### config.mk
export PLATFORM = sky130hd
export DESIGN_NAME = read_burst_arbiter
export DESIGN_NICKNAME = d
export VERILOG_FILES = /design/src/rtl/arb_pkg.sv /design/src/rtl/read_burst_arbiter_rr_picker.sv /design/src/rtl/read_burst_arbiter.sv
export SDC_FILE = /design/constraint.sdc
export NUM_CORES = 1
export LEC_CHECK = 0
export ABC_AREA = 1
export ABC_CLOCK_PERIOD_IN_PS = 1800
export CORE_MARGIN = 2
export CORE_UTILIZATION = 38
export CTS_CLUSTER_DIAMETER = 80
export DETAILED_ROUTE_END_ITERATION = 6
export PLACE_DENSITY = 0.77
export SLEW_MARGIN = 5
export SYNTH_ARGS = -nofsm -noshare
export SYNTH_HDL_FRONTEND = slang
export SYNTH_HIERARCHICAL = 1
export SYNTH_SLANG_ARGS = --single-unit
### constraint.sdc
create_clock -name clk -period 1.8 [get_ports clk]
set_input_delay 0.36 -clock clk [delete_from_list [all_inputs] [get_ports clk]]
set_output_delay 0.36 -clock clk [all_outputs]
set_load 0.005 [all_outputs]
### src/rtl/arb_pkg.sv
// Shared state encoding, counter width and sizing helper for read_burst_arbiter.
package arb_pkg;

  localparam logic [1:0] ST_IDLE = 2'd0;
  localparam logic [1:0] ST_REQ  = 2'd1;
  localparam logic [1:0] ST_DATA = 2'd2;

  localparam int unsigned BEAT_CNT_W = 32;

  typedef enum logic [1:0] {
    IDLE = ST_IDLE,
    REQ  = ST_REQ,
    DATA = ST_DATA
  } arb_state_e;

  // Ceiling log2; returns 0 for n <= 1.
  function automatic int unsigned clog2(input int unsigned n);
    int unsigned r;
    int unsigned v;
    r = 0;
    v = (n > 1) ? n - 1 : 0;
    while (v > 0) begin
      r++;
      v = v >> 1;
    end
    return r;
  endfunction

endpackage

### src/rtl/read_burst_arbiter_rr_picker.sv
// Combinational search for the first set request bit at or after ptr, wrapping modulo N.
module rr_picker
  import arb_pkg::*;
#(
  parameter int unsigned N     = 2,
  parameter int unsigned IDX_W = 1
) (
  input  logic [N-1:0]     req,
  input  logic [IDX_W-1:0] ptr,
  output logic             found,
  output logic [IDX_W-1:0] idx
);

  always_comb begin
    int unsigned j;
    found = 1'b0;
    idx   = '0;
    j     = 0;
    for (int unsigned k = 0; k < N; k++) begin
      j = 32'(ptr) + k;
      if (j >= N) j = j - N;
      if (!found && req[IDX_W'(j)]) begin
        found = 1'b1;
        idx   = IDX_W'(j);
      end
    end
  end

endmodule

### src/rtl/read_burst_arbiter.sv
// Burst-granular read-channel arbiter: one client owns the core read port until its last beat.
// Define ARB_FIXED_PRIO_EN for fixed lowest-index-wins priority instead of round-robin.
module read_burst_arbiter
  import arb_pkg::*;
#(
  parameter int unsigned AXI_AWIDTH = 32,
  parameter int unsigned AXI_DWIDTH = 32,
  parameter int unsigned N_CLIENTS  = 2
) (
  input  logic                            clk,
  input  logic                            rst_n,
  input  logic [N_CLIENTS-1:0]            client_req_valid,
  output logic [N_CLIENTS-1:0]            client_req_ready,
  input  logic [N_CLIENTS*AXI_AWIDTH-1:0] client_addr,
  input  logic [N_CLIENTS*32-1:0]         client_len,
  input  logic [N_CLIENTS*3-1:0]          client_size,
  input  logic [N_CLIENTS*2-1:0]          client_burst,
  output logic [AXI_DWIDTH-1:0]           client_data,
  output logic [N_CLIENTS-1:0]            client_data_valid,
  input  logic [N_CLIENTS-1:0]            client_data_ready,
  output logic                            core_read_request_valid,
  input  logic                            core_read_request_ready,
  output logic [AXI_AWIDTH-1:0]           core_read_addr,
  output logic [31:0]                     core_read_len,
  output logic [2:0]                      core_read_size,
  output logic [1:0]                      core_read_burst,
  input  logic [AXI_DWIDTH-1:0]           core_read_data,
  input  logic                            core_read_data_valid,
  output logic                            core_read_data_ready
);

  localparam int unsigned IDX_W   = (clog2(N_CLIENTS) > 0) ? clog2(N_CLIENTS) : 1;
  localparam int unsigned LEN_W   = 32;
  localparam int unsigned SIZE_W  = 3;
  localparam int unsigned BURST_W = 2;

  arb_state_e              state, state_d;
  logic [IDX_W-1:0]        grant, grant_d;
  logic [BEAT_CNT_W-1:0]   beat_cnt, beat_cnt_d;
  logic [AXI_AWIDTH-1:0]   addr_d;
  logic [LEN_W-1:0]        len_d;
  logic [SIZE_W-1:0]       size_d;
  logic [BURST_W-1:0]      burst_d;
  logic                    req_valid_d;
  logic [N_CLIENTS-1:0]    req_ready_c;
  logic [N_CLIENTS-1:0]    data_valid_c;
  logic                    data_ready_c;
  logic                    pick_found;
  logic [IDX_W-1:0]        pick_idx;
  logic [IDX_W-1:0]        pick_ptr;

`ifdef ARB_FIXED_PRIO_EN
  assign pick_ptr = '0;
`else
  logic [IDX_W-1:0] rr_ptr, rr_ptr_d;
  assign pick_ptr = rr_ptr;
`endif

  rr_picker #(
    .N     (N_CLIENTS),
    .IDX_W (IDX_W)
  ) u_picker (
    .req   (client_req_valid),
    .ptr   (pick_ptr),
    .found (pick_found),
    .idx   (pick_idx)
  );

  // State register and registered request fields.
  always_ff @(posedge clk or negedge rst_n) begin
    if (!rst_n) begin
      state                   <= IDLE;
      grant                   <= '0;
      beat_cnt                <= '0;
      core_read_request_valid <= 1'b0;
      core_read_addr          <= '0;
      core_read_len           <= '0;
      core_read_size          <= '0;
      core_read_burst         <= '0;
`ifndef ARB_FIXED_PRIO_EN
      rr_ptr                  <= '0;
`endif
    end else begin
      state                   <= state_d;
      grant                   <= grant_d;
      beat_cnt                <= beat_cnt_d;
      core_read_request_valid <= req_valid_d;
      core_read_addr          <= addr_d;
      core_read_len           <= len_d;
      core_read_size          <= size_d;
      core_read_burst         <= burst_d;
`ifndef ARB_FIXED_PRIO_EN
      rr_ptr                  <= rr_ptr_d;
`endif
    end
  end

  // Next-state, grant capture and channel muxing.
  always_comb begin
    state_d      = state;
    grant_d      = grant;
    beat_cnt_d   = beat_cnt;
    addr_d       = core_read_addr;
    len_d        = core_read_len;
    size_d       = core_read_size;
    burst_d      = core_read_burst;
    req_ready_c  = '0;
    data_valid_c = '0;
    data_ready_c = 1'b0;
`ifndef ARB_FIXED_PRIO_EN
    rr_ptr_d     = rr_ptr;
`endif

    case (state)
      IDLE: begin
        if (pick_found) begin
          grant_d               = pick_idx;
          addr_d                = client_addr[32'(pick_idx) * AXI_AWIDTH +: AXI_AWIDTH];
          len_d                 = client_len[32'(pick_idx) * LEN_W +: LEN_W];
          size_d                = client_size[32'(pick_idx) * SIZE_W +: SIZE_W];
          burst_d               = client_burst[32'(pick_idx) * BURST_W +: BURST_W];
          beat_cnt_d            = BEAT_CNT_W'(client_len[32'(pick_idx) * LEN_W +: LEN_W]);
          req_ready_c[pick_idx] = 1'b1;
          state_d               = REQ;
        end
      end
      REQ: begin
        if (core_read_request_ready) state_d = DATA;
      end
      DATA: begin
        data_valid_c[grant] = core_read_data_valid;
        data_ready_c        = client_data_ready[grant];
        if (core_read_data_valid && client_data_ready[grant]) begin
          if (beat_cnt == '0) begin
            state_d = IDLE;
`ifndef ARB_FIXED_PRIO_EN
            rr_ptr_d = (32'(grant) == N_CLIENTS - 1) ? '0 : grant + 1'b1;
`endif
          end else begin
            beat_cnt_d = beat_cnt - 1'b1;
          end
        end
      end
      default: state_d = IDLE;
    endcase

    req_valid_d = (state_d == REQ);
  end

  // The accept pulse is the only output not already forced low by the reset state.
  assign client_req_ready     = req_ready_c & {N_CLIENTS{rst_n}};
  assign client_data_valid    = data_valid_c;
  assign core_read_data_ready = data_ready_c;
  assign client_data          = core_read_data;

endmodule

==> impl_metrics.py, run 1 <==
metrics = {
    "place": {
        "place.gp.congestion": 0.884,
        "numPortBuffers": 220,
        "dpl.hpwl_mm": 15.7,
        "post-place-ws_ns": -0.391,
        "dpl.cell_count": 1292,
    },
    "yosys": {
        "synth_fp_nets": 1039,
        "ys_warn_count": 6,
        "synth_area_per_cell_um2": 7.24,
        "synth.distinct_cells": 34,
        "syn_area_um2": 6220,
        "ys_seq_area_frac": 0.426,
        "synth-seq-cells": 106,
        "syn_inst": 860,
    },
    "power": {
        "p_seq_frac": 0.308,
        "p_per_area_nw_per_um2": 1520,
        "vdd_drop_max_mv": 0.699,
        "leakage_nw": 4.29,
        "total_power_w": 0.0143,
        "intPower_w": 0.00844,
        "swShare": 0.411,
        "power_frac_comb": 0.547,
        "p_clk_frac": 0.145,
        "p_sw_w": 0.00590,
    },
    "clock_network": {
        "clk_pin_slew_ns": 0.08,
        "clock-sinks": 106,
        "clockRootBuffer": "clkbuf_16",
        "cts_tree": "yes",
        "clockBufferDepth": 2,
        "cts_hold_buffers": 0,
        "cts_buffers": 9,
        "insertion_delay_ns": 0.36,
        "htree_levels": 3,
    },
    "timing": {
        "fin_skew_ns": 0.0106,
        "slew_viol_final": 0,
        "tns_ns": 0,
        "final-hold-violation-count": 0,
        "fin_ws_ns": 0.0454,
        "setup_violations": 0,
        "whs_ns": 0.0603,
        "rsz0062_at_grt": "yes",
        "max_clock_freq_ghz": 0.570,
        "period_needed_ns": 1.75,
        "period_share": 0.975,
        "slew_headroom": 0.550,
        "tightestPinTransition_ns": 0.675,
    },
    "routing": {
        "antenna_left": 0,
        "first_pass_iters": 5,
        "vias": 6690,
        "first_iter_violations": 378,
        "drt-wirelength-per-cell_um": 16.3,
        "wl_mm": 21.5,
        "drc": 0,
        "via_per_inst": 5.08,
    },
    "worst_setup_path": {
        "cp_max_fo": 4,
        "cp_cell_sequence": "nor2_2, nand2_2, inv_4, nand2_2, nor2_1, buf_2",
        "ff2ff_path_depth": 9,
        "path_common_cell": "nand2_2",
        "critPathCaptureType": "primary output",
        "worstPathArrival_ns": 1.39,
        "crit_type": "reg -> out",
        "cp-start-kind": "flip-flop",
        "slowest_delay_ns": 0.41,
        "cp_data_required_time_ns": 1.44,
        "worst_path_max_delay_cell": "dfrtp_1",
    },
    "flow_run": {
        "drv_cap": 0,
    },
    "die": {
        "dieArea_um2": 17400,
        "die_x_um": 132,
        "rows": 46,
        "io_pins": 285,
        "die_y_um": 132,
        "start_util": 0.390,
        "coreArea_um2": 15900,
    },
    "global_routing": {
        "grt_max_degree": 107,
        "antenna_found_initial": 0,
        "grt_pass1_wl_mm": 34.0,
        "first_global_vias": 6564,
        "grt-ovfl-total": 0,
        "grt_usage": 0.243,
    },
    "cells_and_area": {
        "final_nets": 1276,
        "layout_commonest_cell": "nand2_1",
        "num-fill-cells": 1409,
        "layout_common_cells": "254 x nand2_1, 212 x clkdlybuf4s50_1, 149 x nand3_1, 103 x dfrtp_1, 73 x buf_4",
        "antennaDiodeCount": 0,
        "drive_gt1_frac": 0.158,
        "syn_to_final_growth_pct": 51.9,
        "stdcell_count": 1318,
        "seq_area_um2": 2660,
        "multi_input_area_um2": 3100,
    },
    "min_path": {
        "hp-class": "in -> async",
    },
    "status": {
        "outcome": "finished clean",
    },
}
[logic make-up (layout without fill, tap and decap cells)]
logic type	after synthesis	count (layout)	share of synthesized area
adder cells (fa/ha/maj)	1	1	0.00201
XOR/XNOR	7	7	0.00985
flip-flops	106	106	0.426
AO/OA/AOI/OAI	91	91	0.0865
buffers and inverters	120	362	0.0997
multiplexers	6	6	0.00965
AND/OR/NAND/NOR	529	529	0.366
[metrics by stage]
stage | utilization | instance area [um2]
after CTS | 0.580 | 9250
after global routing | 0.593 | 9450
after floorplan | - | 6220
final | 0.593 | 9450
after global placement | 0.558 | 8890
after detailed placement | 0.558 | 8890
[power groups by stage]
stage | Combinational (W) | Clock (W) | Sequential [W]
final | 0.00785 | 0.00207 | 0.00442
after global routing | 0.00859 | 0.00218 | 0.00456
after CTS | 0.00756 | 0.00208 | 0.00436
after detailed placement | 0.00736 | 0 | 0.00437
after global placement | 0.00721 | 0 | 0.00434
after floorplan | 0.00377 | 0 | 0.00433
[flip-flops by register name, indices dropped and copies added (netlist names)]
signal                   cells
pick_ptr                     1
beat_cnt                    32
core_read_burst              2
core_read_len               32
core_read_size               3
state                        2
core_read_addr              32
grant                        1
core_read_request_valid      1
[timing repair]
| item | in CTS | in global routing |
|---|---|---|
| buffers inserted | 0 | 7 |
| pin swaps | 3 | 14 |
| setup endpoints to repair | 32 | 55 |
| gates resized for setup | 29 | 46 |
| gates cloned | 1 | 2 |
[final timing paths]
check	startpoint	end	slack, ns
setup / recovery	state[1]	client_req_ready[1]	0.05
hold / removal	rst_n	core_read_len[2]	0.06
setup reg to reg	beat_cnt[22]	beat_cnt[12]	0.05
hold reg to reg	core_read_len[15]	core_read_len[15]	0.49
max in group asynchronous	rst_n	beat_cnt[11]	1.13
min in group clk	core_read_len[15]	core_read_len[15]	0.49
[cell usage after synthesis]
master	count	area, um2
nand4_1	5	31.3
o21ai_1	7	35.0
nand3b_1	1	7.51
clkinv_1	1	3.75
or2_1	2	12.5
a21oi_1	11	55.1
dfrtp_1	106	2650
mux2i_1	6	60.1
nor2_4	2	22.5
nor2_8	1	20.0
a31oi_1	25	156
clkbuf_1	23	86.3
and2_1	1	6.26
buf_1	5	18.8
buf_2	13	65.1
o21bai_1	3	22.5
nand4_2	1	12.5
nor2_1	86	323
inv_2	3	11.3
buf_6	4	45.0
nand2_1	261	980
ha_1	1	12.5
o21ai_0	33	165
buf_4	33	248
a21boi_0	1	7.51
or2_2	1	6.26
nor2_2	8	50.1
inv_1	38	143
nand3_1	149	746
nor3_1	7	35.0
o21ai_2	11	96.3
xor2_1	6	52.6
nand2_2	4	25.0
xnor2_1	1	8.76
[layer usage]
metal | GRT usage | wire (um) | vias to the layer above
met5 | 0 | 0 | -
met4 | 0.0984 | 687 | 0
met3 | 0.0681 | 1550 | 45
met2 | 0.418 | 10900 | 260
met1 | 0.287 | 8330 | 3133
li1 | - | - | 3252
[worst max-delay path, delay by kind of cell, from the launching register on]
| kind | cells | cell delay (ns) |
|---|---|---|
| buffers and inverters | 2 | 0.21 |
| DFF | 1 | 0.41 |
| and+or+nand+nor | 4 | 0.43 |
[area by class of cell]
cell class | count | share of cell area
Multi-Input combinational cell | 634 | 0.328
Sequential cell | 106 | 0.281
Clock buffer | 9 | 0.0238
Tap cell | 216 | 0.0286
Timing Repair Buffer | 304 | 0.313
Inverter | 42 | 0.0172
Clock inverter | 7 | 0.00794
(Power assumes the default switching activity.)
==> inputs of run 2 (changes only) <==
--- a/config.mk
+++ b/config.mk
@@ -7,7 +7,7 @@
 export LEC_CHECK = 0
 export ABC_AREA = 1
 export ABC_CLOCK_PERIOD_IN_PS = 1800
-export CORE_MARGIN = 2
+export CORE_MARGIN = 5
 export CORE_UTILIZATION = 38
 export CTS_CLUSTER_DIAMETER = 80
 export DETAILED_ROUTE_END_ITERATION = 6
==> run 2 against run 1 <==
Compared with the run above: clock skew is 0.0026 ns lower; utilization down 0.27 points; design area about the same; highest routed layer unchanged; clock power fell by 5%; non-clock buffer count increased by 6; largest power group unchanged; first-iteration DRC count increased by 17%.
==> impl_metrics.py, run 2 (same netlist as run 1, synthesis figures left out) <==
metrics = {
    "timing": {
        "max_clock_freq_ghz": 0.563,
        "period_share": 0.986,
        "period_needed_ns": 1.77,
        "slew_headroom": 0.588,
        "fin_skew_ns": 0.00804,
        "tns_ns": 0,
        "setup_violations": 0,
        "tightestPinTransition_ns": 0.618,
        "slew_viol_final": 0,
        "whs_ns": 0.107,
        "final-hold-violation-count": 0,
    },
    "worst_setup_path": {
        "slowest_delay_ns": 0.45,
        "cp_max_fo": 11,
        "worstPathArrival_ns": 2.00,
        "cp_data_required_time_ns": 2.02,
        "worst_path_max_delay_cell": "dfrtp_1",
        "crit_type": "reg -> reg",
        "rrSetupSlack_ns": 0.03,
        "path_buf_inv": 1,
        "cp-start-kind": "flip-flop",
        "critPathCaptureType": "flip-flop",
        "path_common_cell": "nand2_2",
        "crit_family": "simple AND/OR/NAND/NOR gates",
        "cp_cell_sequence": "nor2_2, nand2_2, nor2_4, nand4_4, nand2_2, nand2_4, buf_4, o21ai_0, o21ai_2",
    },
    "power": {
        "leakage_nw": 4.28,
        "p_per_area_nw_per_um2": 1510,
        "vdd_drop_max_mv": 0.727,
        "total_power_w": 0.0142,
    },
    "routing": {
        "drt-wirelength-per-cell_um": 16.6,
        "antenna_left": 0,
        "first_iter_violations": 441,
        "first_pass_iters": 5,
        "via_per_inst": 5.04,
        "wl_mm": 22.0,
        "drc": 0,
        "vias": 6670,
    },
    "cells_and_area": {
        "reg.largest.list": "beat_cnt (32), core_read_addr (32), core_read_len (32)",
        "antennaDiodeCount": 0,
        "seq_area_um2": 2660,
        "layout_commonest_cell": "nand2_1",
        "layout_common_cells": "257 x nand2_1, 212 x clkdlybuf4s50_1, 148 x nand3_1, 104 x dfrtp_1, 81 x buf_4",
        "syn_to_final_growth_pct": 51.8,
        "multi_input_area_um2": 3110,
        "final_nets": 1282,
        "drive_gt1_frac": 0.162,
        "num-fill-cells": 1441,
    },
    "clock_network": {
        "cts_tree": "yes",
        "cts_buffers": 9,
        "clockRootBuffer": "clkbuf_16",
        "htree_levels": 3,
        "cts_hold_buffers": 0,
        "clock-sinks": 106,
        "clk_pin_slew_ns": 0.07,
        "clockBufferDepth": 2,
        "insertion_delay_ns": 0.35,
    },
    "die": {
        "start_util": 0.389,
        "rows": 46,
        "die_x_um": 138,
        "io_pins": 285,
        "coreArea_um2": 16000,
        "dieArea_um2": 19000,
        "die_y_um": 138,
    },
    "global_routing": {
        "grt_usage": 0.231,
        "antenna_found_initial": 0,
        "grtUsageMet1": 0.261,
        "first_global_vias": 6710,
        "met3_usage": 0.0747,
        "grt_pass1_wl_mm": 34.1,
        "grt-ovfl-total": 0,
        "grtUsageMet2": 0.401,
        "grt-busiest-layer": "met2",
        "grt_max_degree": 107,
    },
    "place": {
        "place.gp.congestion": 0.856,
        "dpl.hpwl_mm": 16.5,
        "numPortBuffers": 220,
    },
    "min_path": {
        "hp-class": "in -> async",
    },
    "status": {
        "outcome": "finished clean",
    },
    "flow_run": {
        "drv_cap": 0,
    },
}
==> run 2: worst reg2reg max path, delay by kind of cell (launching register included) <==
family	cells	cell delay [ns]
and+or+nand+nor	6	0.74
AOI/OAI and AO/OA	2	0.25
buffers and inverters	1	0.21
DFF	1	0.45
==> run 2: layout make-up <==
cell class,count,area share
Clock inverter,6,0.00609
Inverter,42,0.0171
Multi-Input combinational cell,634,0.329
Clock buffer,10,0.0242
Tap cell,216,0.0286
Sequential cell,106,0.281
Timing Repair Buffer,310,0.314
==> run 2: repair_timing <==
| item | CTS | global route |
|---|---|---|
| gates cloned | 1 | 0 |
| endpoints found under the setup margin | 25 | 37 |
| gates resized for setup | 18 | 56 |
| buffers inserted | 1 | 5 |
| pin swaps | 3 | 6 |
==> run 2: path summary, 6_finish.rpt <==
kind                                endpoint  cells past startpoint              start
max in group asynchronous       beat_cnt[11]                      2              rst_n
min in group clk           core_read_len[15]                      2  core_read_len[15]
max                              beat_cnt[3]                      9        beat_cnt[2]
max reg2reg                      beat_cnt[3]                      9        beat_cnt[2]
min                         core_read_len[8]                      2              rst_n
min reg2reg                core_read_len[15]                      2  core_read_len[15]
==> run 2: power breakdown <==
part	internal, W	total (W)	switching [W]
clock network	0.00107	0.00197	0.000899
logic	0.00382	0.00787	0.00405
registers	0.00355	0.00438	0.000837
total	0.00844	0.0142	0.00579
==> run 2: metal layers <==
metal	wire [um]	part of all wire
met1	8080	0.37
met2	11200	0.51
met3	2010	0.091
met4	672	0.031
met5	0	0
==> run 2: stage by stage <==
step,std cells,cell area (um2),setup WS (ns),util
2_1_floorplan,860,6220,0.0705,-
3_3_place_gp,1301,8940,-0.426,0.559
3_5_place_dp,1301,8940,-0.472,0.559
4_1_cts,1319,9290,-0.0186,0.581
5_1_grt,1324,9440,-0.0532,0.590
6_report,1324,9440,0.0251,0.590
